<file path="config.mk">
export PLATFORM = sky130hd
export DESIGN_NAME = pim_matrix_loader_flat
export DESIGN_NICKNAME = d
export VERILOG_FILES = /design/src/rtl/pim_matrix_loader_if.sv /design/src/rtl/pim_matrix_loader.sv /design/src/flat_wrapper.sv
export SDC_FILE = /design/constraint.sdc
export NUM_CORES = 1
export LEC_CHECK = 0
export CELL_PAD_IN_SITES_DETAIL_PLACEMENT = 0
export CELL_PAD_IN_SITES_GLOBAL_PLACEMENT = 2
export CORE_AREA = 2 2 415 417
export DETAILED_ROUTE_END_ITERATION = 16
export DIE_AREA = 0 0 417 419
export PLACE_DENSITY = 0.69
export SKIP_CTS_REPAIR_TIMING = 1
export SLEW_MARGIN = 30
export SYNTH_ARGS = -nofsm -noshare
export SYNTH_HDL_FRONTEND = slang
export SYNTH_SLANG_ARGS = --single-unit
</file>
<file path="constraint.sdc">
create_clock -name clk -period 1.8 [get_ports clk]
set_input_delay 0.27 -clock clk [delete_from_list [all_inputs] [get_ports clk]]
set_output_delay 0.27 -clock clk [all_outputs]
set_load 0.1 [all_outputs]
</file>
<file path="src/rtl/pim_matrix_loader_if.sv">
// Element stream into pim_matrix_loader: valid/ready handshake with an end-of-frame marker.
interface pim_matrix_loader_if #(
  parameter int WIDTH = 32
);
  logic             in_valid;
  logic             in_ready;
  logic [WIDTH-1:0] in_data;
  logic             in_last;

  modport master (
    output in_valid,
    output in_data,
    output in_last,
    input  in_ready
  );

  modport slave (
    input  in_valid,
    input  in_data,
    input  in_last,
    output in_ready
  );
endinterface

</file>
<file path="src/rtl/pim_matrix_loader.sv">
// Assembles a streamed frame into row-major matrix_A/matrix_B, pulses start, then holds them until result_ready.
// Optional WAIT watchdog enabled by defining PIM_LOADER_TIMEOUT_EN.
module pim_matrix_loader #(
  parameter int WIDTH          = 32,
  parameter int MATRIX_SIZE    = 4,
  parameter int TIMEOUT_CYCLES = 1024
) (
  input  logic                                          clk,
  input  logic                                          rst,
  pim_matrix_loader_if.slave                            stream,
  output logic [MATRIX_SIZE*MATRIX_SIZE-1:0][WIDTH-1:0] matrix_A,
  output logic [MATRIX_SIZE*MATRIX_SIZE-1:0][WIDTH-1:0] matrix_B,
  output logic                                          start,
  input  logic                                          result_ready,
  output logic                                          busy,
  output logic                                          proto_err,
  output logic                                          timeout,
  output logic [15:0]                                   frame_count
);

  localparam int NN    = MATRIX_SIZE * MATRIX_SIZE;
  localparam int IDX_W = (NN > 1) ? $clog2(NN) : 1;
  localparam logic [IDX_W-1:0] IDX_LAST = IDX_W'(NN - 1);

  if (MATRIX_SIZE < 1 || TIMEOUT_CYCLES < 2) begin : g_param_check
    $error("pim_matrix_loader: MATRIX_SIZE must be >= 1 and TIMEOUT_CYCLES >= 2");
  end

  typedef enum logic [1:0] {
    ST_LOAD_A = 2'd0,
    ST_LOAD_B = 2'd1,
    ST_START  = 2'd2,
    ST_WAIT   = 2'd3
  } state_t;

  state_t                        state_r;
  state_t                        state_nxt_s;
  logic [IDX_W-1:0]              idx_r;
  logic [IDX_W-1:0]              idx_nxt_s;
  logic                          beat_s;
  logic                          load_state_s;
  logic                          wr_a_s;
  logic                          wr_b_s;
  logic                          proto_err_s;
  logic                          frame_inc_s;
  logic [NN-1:0][WIDTH-1:0]      matrix_a_r;
  logic [NN-1:0][WIDTH-1:0]      matrix_b_r;
  logic                          start_r;
  logic                          busy_r;
  logic                          proto_err_r;
  logic [15:0]                   frame_count_r;

`ifdef PIM_LOADER_TIMEOUT_EN
  localparam int WD_W = $clog2(TIMEOUT_CYCLES + 1);
  localparam logic [WD_W-1:0] WD_LAST = WD_W'(TIMEOUT_CYCLES - 1);

  logic [WD_W-1:0] wdog_r;
  logic [WD_W-1:0] wdog_nxt_s;
  logic            timeout_s;
  logic            timeout_r;
`endif

  // in_ready is gated by rst so it reads 0 throughout reset even though the reset state is LOAD_A.
  assign load_state_s    = (state_r == ST_LOAD_A) || (state_r == ST_LOAD_B);
  assign stream.in_ready = rst & load_state_s;
  assign beat_s          = stream.in_valid & stream.in_ready;

  // State register.
  always_ff @(posedge clk or negedge rst) begin
    if (!rst) begin
      state_r <= ST_LOAD_A;
    end else begin
      state_r <= state_nxt_s;
    end
  end

  // Next-state, index and event decode.
  always_comb begin
    state_nxt_s = state_r;
    idx_nxt_s   = idx_r;
    wr_a_s      = 1'b0;
    wr_b_s      = 1'b0;
    proto_err_s = 1'b0;
    frame_inc_s = 1'b0;
`ifdef PIM_LOADER_TIMEOUT_EN
    wdog_nxt_s  = wdog_r;
    timeout_s   = 1'b0;
`endif
    case (state_r)
      ST_LOAD_A: begin
        if (beat_s) begin
          wr_a_s = 1'b1;
          if (stream.in_last) begin
            proto_err_s = 1'b1;
            idx_nxt_s   = IDX_W'(0);
            state_nxt_s = ST_LOAD_A;
          end else if (idx_r == IDX_LAST) begin
            idx_nxt_s   = IDX_W'(0);
            state_nxt_s = ST_LOAD_B;
          end else begin
            idx_nxt_s = idx_r + IDX_W'(1);
          end
        end else begin
          idx_nxt_s = idx_r;
        end
      end
      ST_LOAD_B: begin
        if (beat_s) begin
          wr_b_s = 1'b1;
          if (idx_r == IDX_LAST) begin
            // A missing marker on the final beat is flagged but the frame is still complete.
            proto_err_s = ~stream.in_last;
            idx_nxt_s   = IDX_W'(0);
            state_nxt_s = ST_START;
          end else if (stream.in_last) begin
            proto_err_s = 1'b1;
            idx_nxt_s   = IDX_W'(0);
            state_nxt_s = ST_LOAD_A;
          end else begin
            idx_nxt_s = idx_r + IDX_W'(1);
          end
        end else begin
          idx_nxt_s = idx_r;
        end
      end
      ST_START: begin
        state_nxt_s = ST_WAIT;
`ifdef PIM_LOADER_TIMEOUT_EN
        wdog_nxt_s  = WD_W'(0);
`endif
      end
      ST_WAIT: begin
        if (result_ready) begin
          frame_inc_s = 1'b1;
          state_nxt_s = ST_LOAD_A;
        end else begin
`ifdef PIM_LOADER_TIMEOUT_EN
          if (wdog_r == WD_LAST) begin
            timeout_s   = 1'b1;
            state_nxt_s = ST_LOAD_A;
          end else begin
            wdog_nxt_s = wdog_r + WD_W'(1);
          end
`else
          state_nxt_s = ST_WAIT;
`endif
        end
      end
      default: begin
        state_nxt_s = ST_LOAD_A;
        idx_nxt_s   = IDX_W'(0);
      end
    endcase
  end

  // Element index and frame counter.
  always_ff @(posedge clk or negedge rst) begin
    if (!rst) begin
      idx_r         <= IDX_W'(0);
      frame_count_r <= 16'd0;
    end else begin
      idx_r <= idx_nxt_s;
      if (frame_inc_s) begin
        frame_count_r <= frame_count_r + 16'd1;
      end
    end
  end

  // Matrix storage; only written during the two load states so it is frozen through START/WAIT.
  always_ff @(posedge clk or negedge rst) begin
    if (!rst) begin
      matrix_a_r <= '0;
      matrix_b_r <= '0;
    end else begin
      if (wr_a_s) begin
        matrix_a_r[idx_r] <= stream.in_data;
      end
      if (wr_b_s) begin
        matrix_b_r[idx_r] <= stream.in_data;
      end
    end
  end

  // Registered status outputs, aligned with the state they describe.
  always_ff @(posedge clk or negedge rst) begin
    if (!rst) begin
      start_r     <= 1'b0;
      busy_r      <= 1'b0;
      proto_err_r <= 1'b0;
    end else begin
      start_r     <= (state_nxt_s == ST_START);
      busy_r      <= (state_nxt_s == ST_START) || (state_nxt_s == ST_WAIT);
      proto_err_r <= proto_err_s;
    end
  end

`ifdef PIM_LOADER_TIMEOUT_EN
  // WAIT watchdog counter and its expiry pulse.
  always_ff @(posedge clk or negedge rst) begin
    if (!rst) begin
      wdog_r    <= WD_W'(0);
      timeout_r <= 1'b0;
    end else begin
      wdog_r    <= wdog_nxt_s;
      timeout_r <= timeout_s;
    end
  end

  assign timeout = timeout_r;
`else
  assign timeout = 1'b0;
`endif

  assign matrix_A    = matrix_a_r;
  assign matrix_B    = matrix_b_r;
  assign start       = start_r;
  assign busy        = busy_r;
  assign proto_err   = proto_err_r;
  assign frame_count = frame_count_r;

endmodule

</file>
<file path="src/flat_wrapper.sv">
// flat-port wrapper written by rule: the top's interface ports become plain ports
module pim_matrix_loader_flat 
#(
  parameter int WIDTH          = 32,
  parameter int MATRIX_SIZE    = 4,
  parameter int TIMEOUT_CYCLES = 1024
)
  (clk, rst, matrix_A, matrix_B, start, result_ready, busy, proto_err, timeout, frame_count, stream_in_valid, stream_in_data, stream_in_last, stream_in_ready);
  pim_matrix_loader_if #(.WIDTH(WIDTH)) stream_i ();
  input  logic clk;
  input  logic rst;
  output logic [MATRIX_SIZE*MATRIX_SIZE-1:0][WIDTH-1:0] matrix_A;
  output logic [MATRIX_SIZE*MATRIX_SIZE-1:0][WIDTH-1:0] matrix_B;
  output logic start;
  input  logic result_ready;
  output logic busy;
  output logic proto_err;
  output logic timeout;
  output logic [15:0] frame_count;
  input wire logic [$bits(stream_i.in_valid)-1:0] stream_in_valid;
  input wire logic [$bits(stream_i.in_data)-1:0] stream_in_data;
  input wire logic [$bits(stream_i.in_last)-1:0] stream_in_last;
  output wire logic [$bits(stream_i.in_ready)-1:0] stream_in_ready;
  assign stream_i.in_valid = stream_in_valid;
  assign stream_i.in_data = stream_in_data;
  assign stream_i.in_last = stream_in_last;
  assign stream_in_ready = stream_i.in_ready;
  pim_matrix_loader #(.WIDTH(WIDTH), .MATRIX_SIZE(MATRIX_SIZE), .TIMEOUT_CYCLES(TIMEOUT_CYCLES)) u_core (.clk(clk), .rst(rst), .stream(stream_i), .matrix_A(matrix_A), .matrix_B(matrix_B), .start(start), .result_ready(result_ready), .busy(busy), .proto_err(proto_err), .timeout(timeout), .frame_count(frame_count));
endmodule
</file>
==> results of run 1 <==
==> power breakdown <==
group | switching (W) | internal (W)
Sequential | 0.00244 | 0.0276
Clock | 0.0103 | 0.0141
Combinational | 0.0358 | 0.0101
==> tightest hold or removal path, stage by stage <==
cell and delay (ns):
buf_2 0.10, buf_12 0.23, mux2_1 0.17
==> path summary, 6_finish.rpt <==
check / startpoint / end / cells after the start
max: u_core.idx_r[1]$_DFFE_PN0P_ / u_core.matrix_B[181]$_DFFE_PN0P_ / 7
min: stream_in_data[2] / u_core.matrix_A[130]$_DFFE_PN0P_ / 3
max reg2reg: u_core.idx_r[1]$_DFFE_PN0P_ / u_core.matrix_B[181]$_DFFE_PN0P_ / 7
min reg2reg: u_core.matrix_B[335]$_DFFE_PN0P_ / u_core.matrix_B[335]$_DFFE_PN0P_ / 1
max in group asynchronous: rst / u_core.matrix_A[182]$_DFFE_PN0P_ / 5
min in group asynchronous: rst / u_core.matrix_B[278]$_DFFE_PN0P_ / 4
==> layout by cell type, fill, tap and decap left out, types with 6 or more instances in the layout <==
master	instances
and3_4	6
buf_12	221
buf_2	19
buf_4	1020
buf_6	14
bufinv_16	7
clkbuf_1	26
clkbuf_16	147
clkbuf_8	25
clkdlybuf4s50_1	11
clkinv_2	23
dfrtp_1	1034
dfrtp_2	11
diode_2	6
mux2_1	32
mux2_2	718
mux2_4	275
nand2_1	13
nand2_2	8
nand3_1	10
nor2_1	9
nor2_4	9
xnor2_1	9
xor2_1	7
==> registers in the layout, summed over array words and instances, names as in the netlist <==
register	count
u_core.idx_r	4
u_core.frame_count	16
u_core.start	1
u_core.busy	1
u_core.matrix_A	512
u_core.state_r	2
u_core.proto_err	1
u_core.matrix_B	512
==> routing by layer <==
metal	global-route usage, %	part of all wire [%]	vias to the layer above	wire length, um
met5	0	0	-	0
met4	7.61	4.2	0	6870
met3	4.76	6.2	255	10300
met2	29.0	49	832	80700
met1	19.8	41	13800	67600
li1	-	-	10900	-
==> cells in the mapped netlist <==
master,n
nand4b_1,1
clkbuf_2,1
nand3b_4,1
nand2_2,9
and3_4,3
nor2_1,10
nor4_1,4
conb_1,1
and2b_1,4
and3_1,4
a31oi_1,1
and2_1,1
xor2_1,7
nand2_1,16
buf_2,48
nor3_1,3
nand3_1,13
buf_6,4
nand3_4,3
o21ai_0,2
buf_8,9
nor3_4,3
dfrtp_1,1049
nand2b_1,2
o31ai_1,1
clkbuf_1,98
mux2_4,90
nor2b_1,2
a22oi_1,2
nand4_1,4
inv_1,4
buf_4,45
mux2_2,895
a21o_1,3
mux2_1,40
xnor2_1,9
ha_1,5
and2b_4,1
nor2_2,10
==> metrics by stage <==
step	power, W	cells	util, %
final	0.100	5986	35.2
after global routing	0.103	5983	35.2
after CTS	0.101	5907	33.9
after detailed placement	0.0759	5691	31.6
after global placement	0.0756	5690	31.5
after floorplan	0.0636	2408	-
==> cell type report <==
| type | instances | area (sq um) |
|---|---|---|
| Fill cell | 16500 | 111000 |
| Antenna cell | 6 | 15.0 |
| Timing Repair Buffer | 1328 | 13400 |
| Clock inverter | 47 | 519 |
| Inverter | 4 | 15.0 |
| Multi-Input combinational cell | 1150 | 13600 |
| Tap cell | 2233 | 2790 |
| Clock buffer | 169 | 3390 |
| Sequential cell | 1049 | 26300 |
==> cell families (layout without fill, tap and decap cells) <==
group           after synthesis  count (layout)
other cells                   1               7
xor+xnor                     16              16
flops                      1049            1049
buf+inv                     209            1548
compound gates                9               9
simple gates                 94              94
mux                        1025            1025
fa+ha+maj                     5               5
==> impl_metrics.env, run 1 <==
export IMPL_core_area_sq_mm=0.171
export IMPL_h_tree_depth=3
export IMPL_synth_mux_area_share_pct=29.6
export IMPL_synthAdderAreaFrac_pct=0.156
export IMPL_clkTransAtPathRegs_ns=0.06
export IMPL_place_area_sq_mm=0.0538
export IMPL_rsz0062_at_grt="true"
export IMPL_p_leak_nw=30.3
export IMPL_place_ws_ns=-0.619
export IMPL_dieArea_sq_mm=0.175
export IMPL_relSlewSlack_pct=25.3
export IMPL_run_status="finished with violations"
export IMPL_fp_dieW_um=417
export IMPL_crit_buf_inv=3
export IMPL_wl_per_cell_um=27.6
export IMPL_setup_viol=799
export IMPL_areaGrowthSynthToFinish_pct=49.6
export IMPL_powerDensity_mw_per_mm2=1670
export IMPL_first_pass_iters=4
export IMPL_grt_pass1_vias=26400
export IMPL_dp_hpwl_um=107000
export IMPL_min_period_ns=2.02
export IMPL_antenna_found_initial=12
export IMPL_synthXorXnorAreaFrac_pct=0.349
export IMPL_path_cells="inv_2, ha_4, nand3_4, buf_6, nor2_4, clkbuf_16, mux2_2"
export IMPL_routabilityCongestion=0.764
export IMPL_synthTopCellsByArea="dfrtp_1, mux2_2, mux2_4"
export IMPL_tightestPinTransition_ns=1.12
export IMPL_setup_ws_ns=-0.218
export IMPL_cp_max_fo=16
export IMPL_yosysTopAreaCellShare_pct=65.4
export IMPL_grt_max_degree=139
export IMPL_portBuffers=1080
export IMPL_antenna_left=0
export IMPL_ys_warn_count=0
export IMPL_cp_end_kind="flip-flop"
export IMPL_min_path_type="primary input to flip-flop"
export IMPL_crit_family="buffers and inverters"
export IMPL_ys_types=39
export IMPL_design_area_sq_mm=0.0601
export IMPL_synth_compound_area_share_pct=0.153
export IMPL_netlist_instances=2408
export IMPL_startpoint_type="flip-flop"
export IMPL_drc=0
export IMPL_root_buffer="clkbuf_16"
export IMPL_maxCapViolations=0
export IMPL_worstPathArrival_ns=2.66
export IMPL_syn_avg_cell_area_sq_um=16.7
export IMPL_cp_required_ns=2.44
export IMPL_hold_viol=0
export IMPL_timing_final_max_slew_violations=0
export IMPL_hold_slack_ns=0.0513
export IMPL_cts_made_buffers=116
export IMPL_yosys_area_share_simple_pct=1.51
export IMPL_rows=152
export IMPL_insertion_delay_ns=0.77
export IMPL_synth_seq_area_share_pct=65.4
export IMPL_drt_iter0_markers=1315
export IMPL_grt_overflow=0
export IMPL_clkSinkCount=1049
export IMPL_violations="setup timing"
export IMPL_nNetsFinal=3691
export IMPL_clockBufferDepth=3
export IMPL_r2r_setup_slack_ns=-0.22
export IMPL_ys_seq_elements=1049
export IMPL_routed_wl_um=165000
export IMPL_pin_count=1082
export IMPL_drive_gt1_share_pct=68.4
export IMPL_fin_tns_setup_ns=-66.33
export IMPL_syn_num_nets=2450
export IMPL_grt_pass1_wl_um=211000
export IMPL_slowest_delay_ns=0.45
export IMPL_num_vias=25800
export IMPL_max_clock_freq_ghz=0.496
export IMPL_fin_skew_ns=0.0263
export IMPL_grt_usage_pct=17.0
export IMPL_irDropWorstVdd_v=0.00125
export IMPL_die_y_um=419
export IMPL_vias_per_cell=4.31
export IMPL_yosys_area_top_type="dfrtp_1"
export IMPL_tritoncts="built"
export IMPL_synth_top_family_by_area="multiplexers"
export IMPL_syn_area_sq_mm=0.0402
export IMPL_fin_crit_sh_pct=112
export IMPL_crit_type="flip-flop to flip-flop"
export IMPL_start_util_pct=23.5
export IMPL_critical_path_slowest_cell="dfrtp_2"
Note: power is estimated with default switching activity, not from simulation.
==> inputs of run 2 (changes only) <==
--- a/config.mk
+++ b/config.mk
@@ -5,6 +5,7 @@
 export SDC_FILE = /design/constraint.sdc
 export NUM_CORES = 1
 export LEC_CHECK = 0
+export ABC_CLOCK_PERIOD_IN_PS = 1800
 export CELL_PAD_IN_SITES_DETAIL_PLACEMENT = 0
 export CELL_PAD_IN_SITES_GLOBAL_PLACEMENT = 2
 export CORE_AREA = 2 2 415 417
==> results of run 2 <==
No change in the layout: final DEF, timing and power equal those of run 1.
==> inputs of run 3 (changes only) <==
--- a/config.mk
+++ b/config.mk
@@ -8,10 +8,11 @@
 export ABC_CLOCK_PERIOD_IN_PS = 1800
 export CELL_PAD_IN_SITES_DETAIL_PLACEMENT = 0
 export CELL_PAD_IN_SITES_GLOBAL_PLACEMENT = 2
-export CORE_AREA = 2 2 415 417
+export CORE_AREA = 2 2 421 423
+export CTS_BUF_LIST = sky130_fd_sc_hd__clkbuf_8
 export DETAILED_ROUTE_END_ITERATION = 16
-export DIE_AREA = 0 0 417 419
-export PLACE_DENSITY = 0.69
+export DIE_AREA = 0 0 423 425
+export PLACE_DENSITY = 0.67
 export SKIP_CTS_REPAIR_TIMING = 1
 export SLEW_MARGIN = 30
 export SYNTH_ARGS = -nofsm -noshare
==> impl_metrics.env, run 3 (synthesized netlist as in run 1, its figures left out) <==
export IMPL_grt_overflow=0
export IMPL_final_util_pct=34.6
export IMPL_fin_crit_sh_pct=120
export IMPL_irDropWorstVdd_v=0.00135
export IMPL_grt_pass1_wl_um=214000
export IMPL_relSlewSlack_pct=36.1
export IMPL_power_total_w=0.0982
export IMPL_powerDensity_mw_per_mm2=1620
export IMPL_drive_gt1_share_pct=68.2
export IMPL_path_cells="buf_6, buf_6, nor2b_4, buf_12"
export IMPL_max_clock_freq_ghz=0.462
export IMPL_cp_end_kind="primary output"
export IMPL_first_pass_iters=4
export IMPL_antenna_found_initial=10
export IMPL_final_cell_mix="dfrtp_1, buf_4, mux2_2"
export IMPL_place_area_sq_mm=0.0538
export IMPL_wl_per_cell_um=27.0
export IMPL_tightestPinTransition_ns=0.959
export IMPL_clkSinkCount=1049
export IMPL_start_util_pct=22.9
export IMPL_areaGrowthSynthToFinish_pct=51.3
export IMPL_cts_made_buffers=186
export IMPL_min_period_ns=2.17
export IMPL_dp_hpwl_um=109000
export IMPL_startpoint_type="flip-flop"
export IMPL_cp_required_ns=1.53
export IMPL_rows=154
export IMPL_crit_type="flip-flop to primary output"
export IMPL_setup_viol=1796
export IMPL_clkTransAtPathRegs_ns=0.06
export IMPL_fin_skew_ns=0.0531
export IMPL_grt_max_degree=153
export IMPL_cpMostUsedCell="buf_6"
export IMPL_cp_max_fo=4
export IMPL_fill_cells=17300
export IMPL_crit_buf_inv=3
export IMPL_dieArea_sq_mm=0.180
export IMPL_design_area_sq_mm=0.0608
export IMPL_grt_pass1_vias=26600
export IMPL_hold_slack_ns=0.0648
export IMPL_nNetsFinal=3793
export IMPL_routed_wl_um=169000
export IMPL_routabilityCongestion=0.767
export IMPL_run_status="finished with violations"
export IMPL_maxCapViolations=0
export IMPL_worstPathArrival_ns=1.90
export IMPL_die_y_um=425
export IMPL_reg2reg_to="u_core.matrix_B[37]$_DFFE_PN0P_"
export IMPL_h_tree_depth=4
export IMPL_num_vias=26100
export IMPL_drt_iter0_markers=1156
export IMPL_setup_ws_ns=-0.365
export IMPL_portBuffers=1080
export IMPL_critical_path_slowest_cell="dfrtp_1"
export IMPL_hold_viol=0
export IMPL_slowest_delay_ns=0.39
export IMPL_root_buffer="clkbuf_8"
export IMPL_timing_final_max_slew_violations=0
export IMPL_tritoncts="built"
export IMPL_antenna_left=0
export IMPL_min_path_type="primary input to flip-flop"
export IMPL_drc=0
export IMPL_worst_hold_startpoint="stream_in_data[7]"
export IMPL_violations="setup timing"
export IMPL_reg2reg_depth=7
export IMPL_insertion_delay_ns=0.99
export IMPL_r2r_start="u_core.state_r[1]$_DFF_PN0_"
export IMPL_fp_dieW_um=423
export IMPL_p_leak_nw=31.0
export IMPL_core_area_sq_mm=0.175
export IMPL_holdPathEnd="u_core.matrix_B[135]$_DFFE_PN0P_"
export IMPL_final_common_cell="dfrtp_1"
export IMPL_hold_path_cell_count=3
export IMPL_grt_usage_pct=16.7
export IMPL_r2r_setup_slack_ns=-0.34
export IMPL_vias_per_cell=4.19
export IMPL_pin_count=1082
export IMPL_crit_family="buffers and inverters"
export IMPL_clockBufferDepth=3
export IMPL_rsz0062_at_grt="true"
[run 3: routing by layer]
layer | part of all wire [%] | vias up | GRT usage [%]
met5 | 0 | - | 0
met4 | 3.1 | 0 | 6.22
met3 | 6.2 | 242 | 4.96
met2 | 48 | 837 | 28.7
met1 | 43 | 13900 | 19.7
li1 | - | 11100 | -
[run 3: per-stage QoR]
step	std cells	setup TNS, ns	setup slack, ns
floorplan	2408	-0.264	-0.0118
global placement	5792	-535.17	-0.671
detailed placement	5792	-539.35	-0.681
CTS	6123	-345.56	-0.629
global route	6240	-381.90	-0.516
finish	6240	-172.08	-0.365
[run 3: final cells by class]
| cell class | instances | area (sq um) | share of cell area (%) |
|---|---|---|---|
| Inverter | 4 | 15.0 | 0.0247 |
| Multi-Input combinational cell | 1150 | 13800 | 22.8 |
| Tap cell | 2340 | 2930 | 4.82 |
| Antenna cell | 6 | 15.0 | 0.0247 |
| Sequential cell | 1049 | 26300 | 43.3 |
| Clock inverter | 108 | 584 | 0.962 |
| Clock buffer | 223 | 3070 | 5.05 |
| Timing Repair Buffer | 1360 | 14000 | 23.1 |
[run 3: power by group]
| part | internal (W) | leakage [nW] | switching (W) |
|---|---|---|---|
| logic | 0.0102 | 14.6 | 0.0360 |
| clock network | 0.0113 | 2.15 | 0.0107 |
| registers | 0.0276 | 14.2 | 0.00245 |
[run 3: how the worst max path moves through the flow]
| stage | start | endpoint | slack [ns] | cells past startpoint |
|---|---|---|---|---|
| 2_1_floorplan | u_core.idx_r[0]$_DFFE_PN0P_ | u_core.matrix_B[480]$_DFFE_PN0P_ | -0.01 | 7 |
| 3_3_place_gp | stream_in_valid | u_core.matrix_A[416]$_DFFE_PN0P_ | -0.67 | 6 |
| 3_5_place_dp | stream_in_valid | u_core.matrix_A[416]$_DFFE_PN0P_ | -0.68 | 6 |
| 4_1_cts | u_core.state_r[1]$_DFF_PN0_ | stream_in_ready | -0.63 | 4 |
| 5_1_grt | u_core.state_r[1]$_DFF_PN0_ | stream_in_ready | -0.52 | 4 |
| 6_report | u_core.state_r[1]$_DFF_PN0_ | stream_in_ready | -0.37 | 4 |
[run 3: tightest hold or removal path, stage by stage]
cell	delay (ns)
buf_2	0.10
buf_4	0.27
mux2_4	0.33
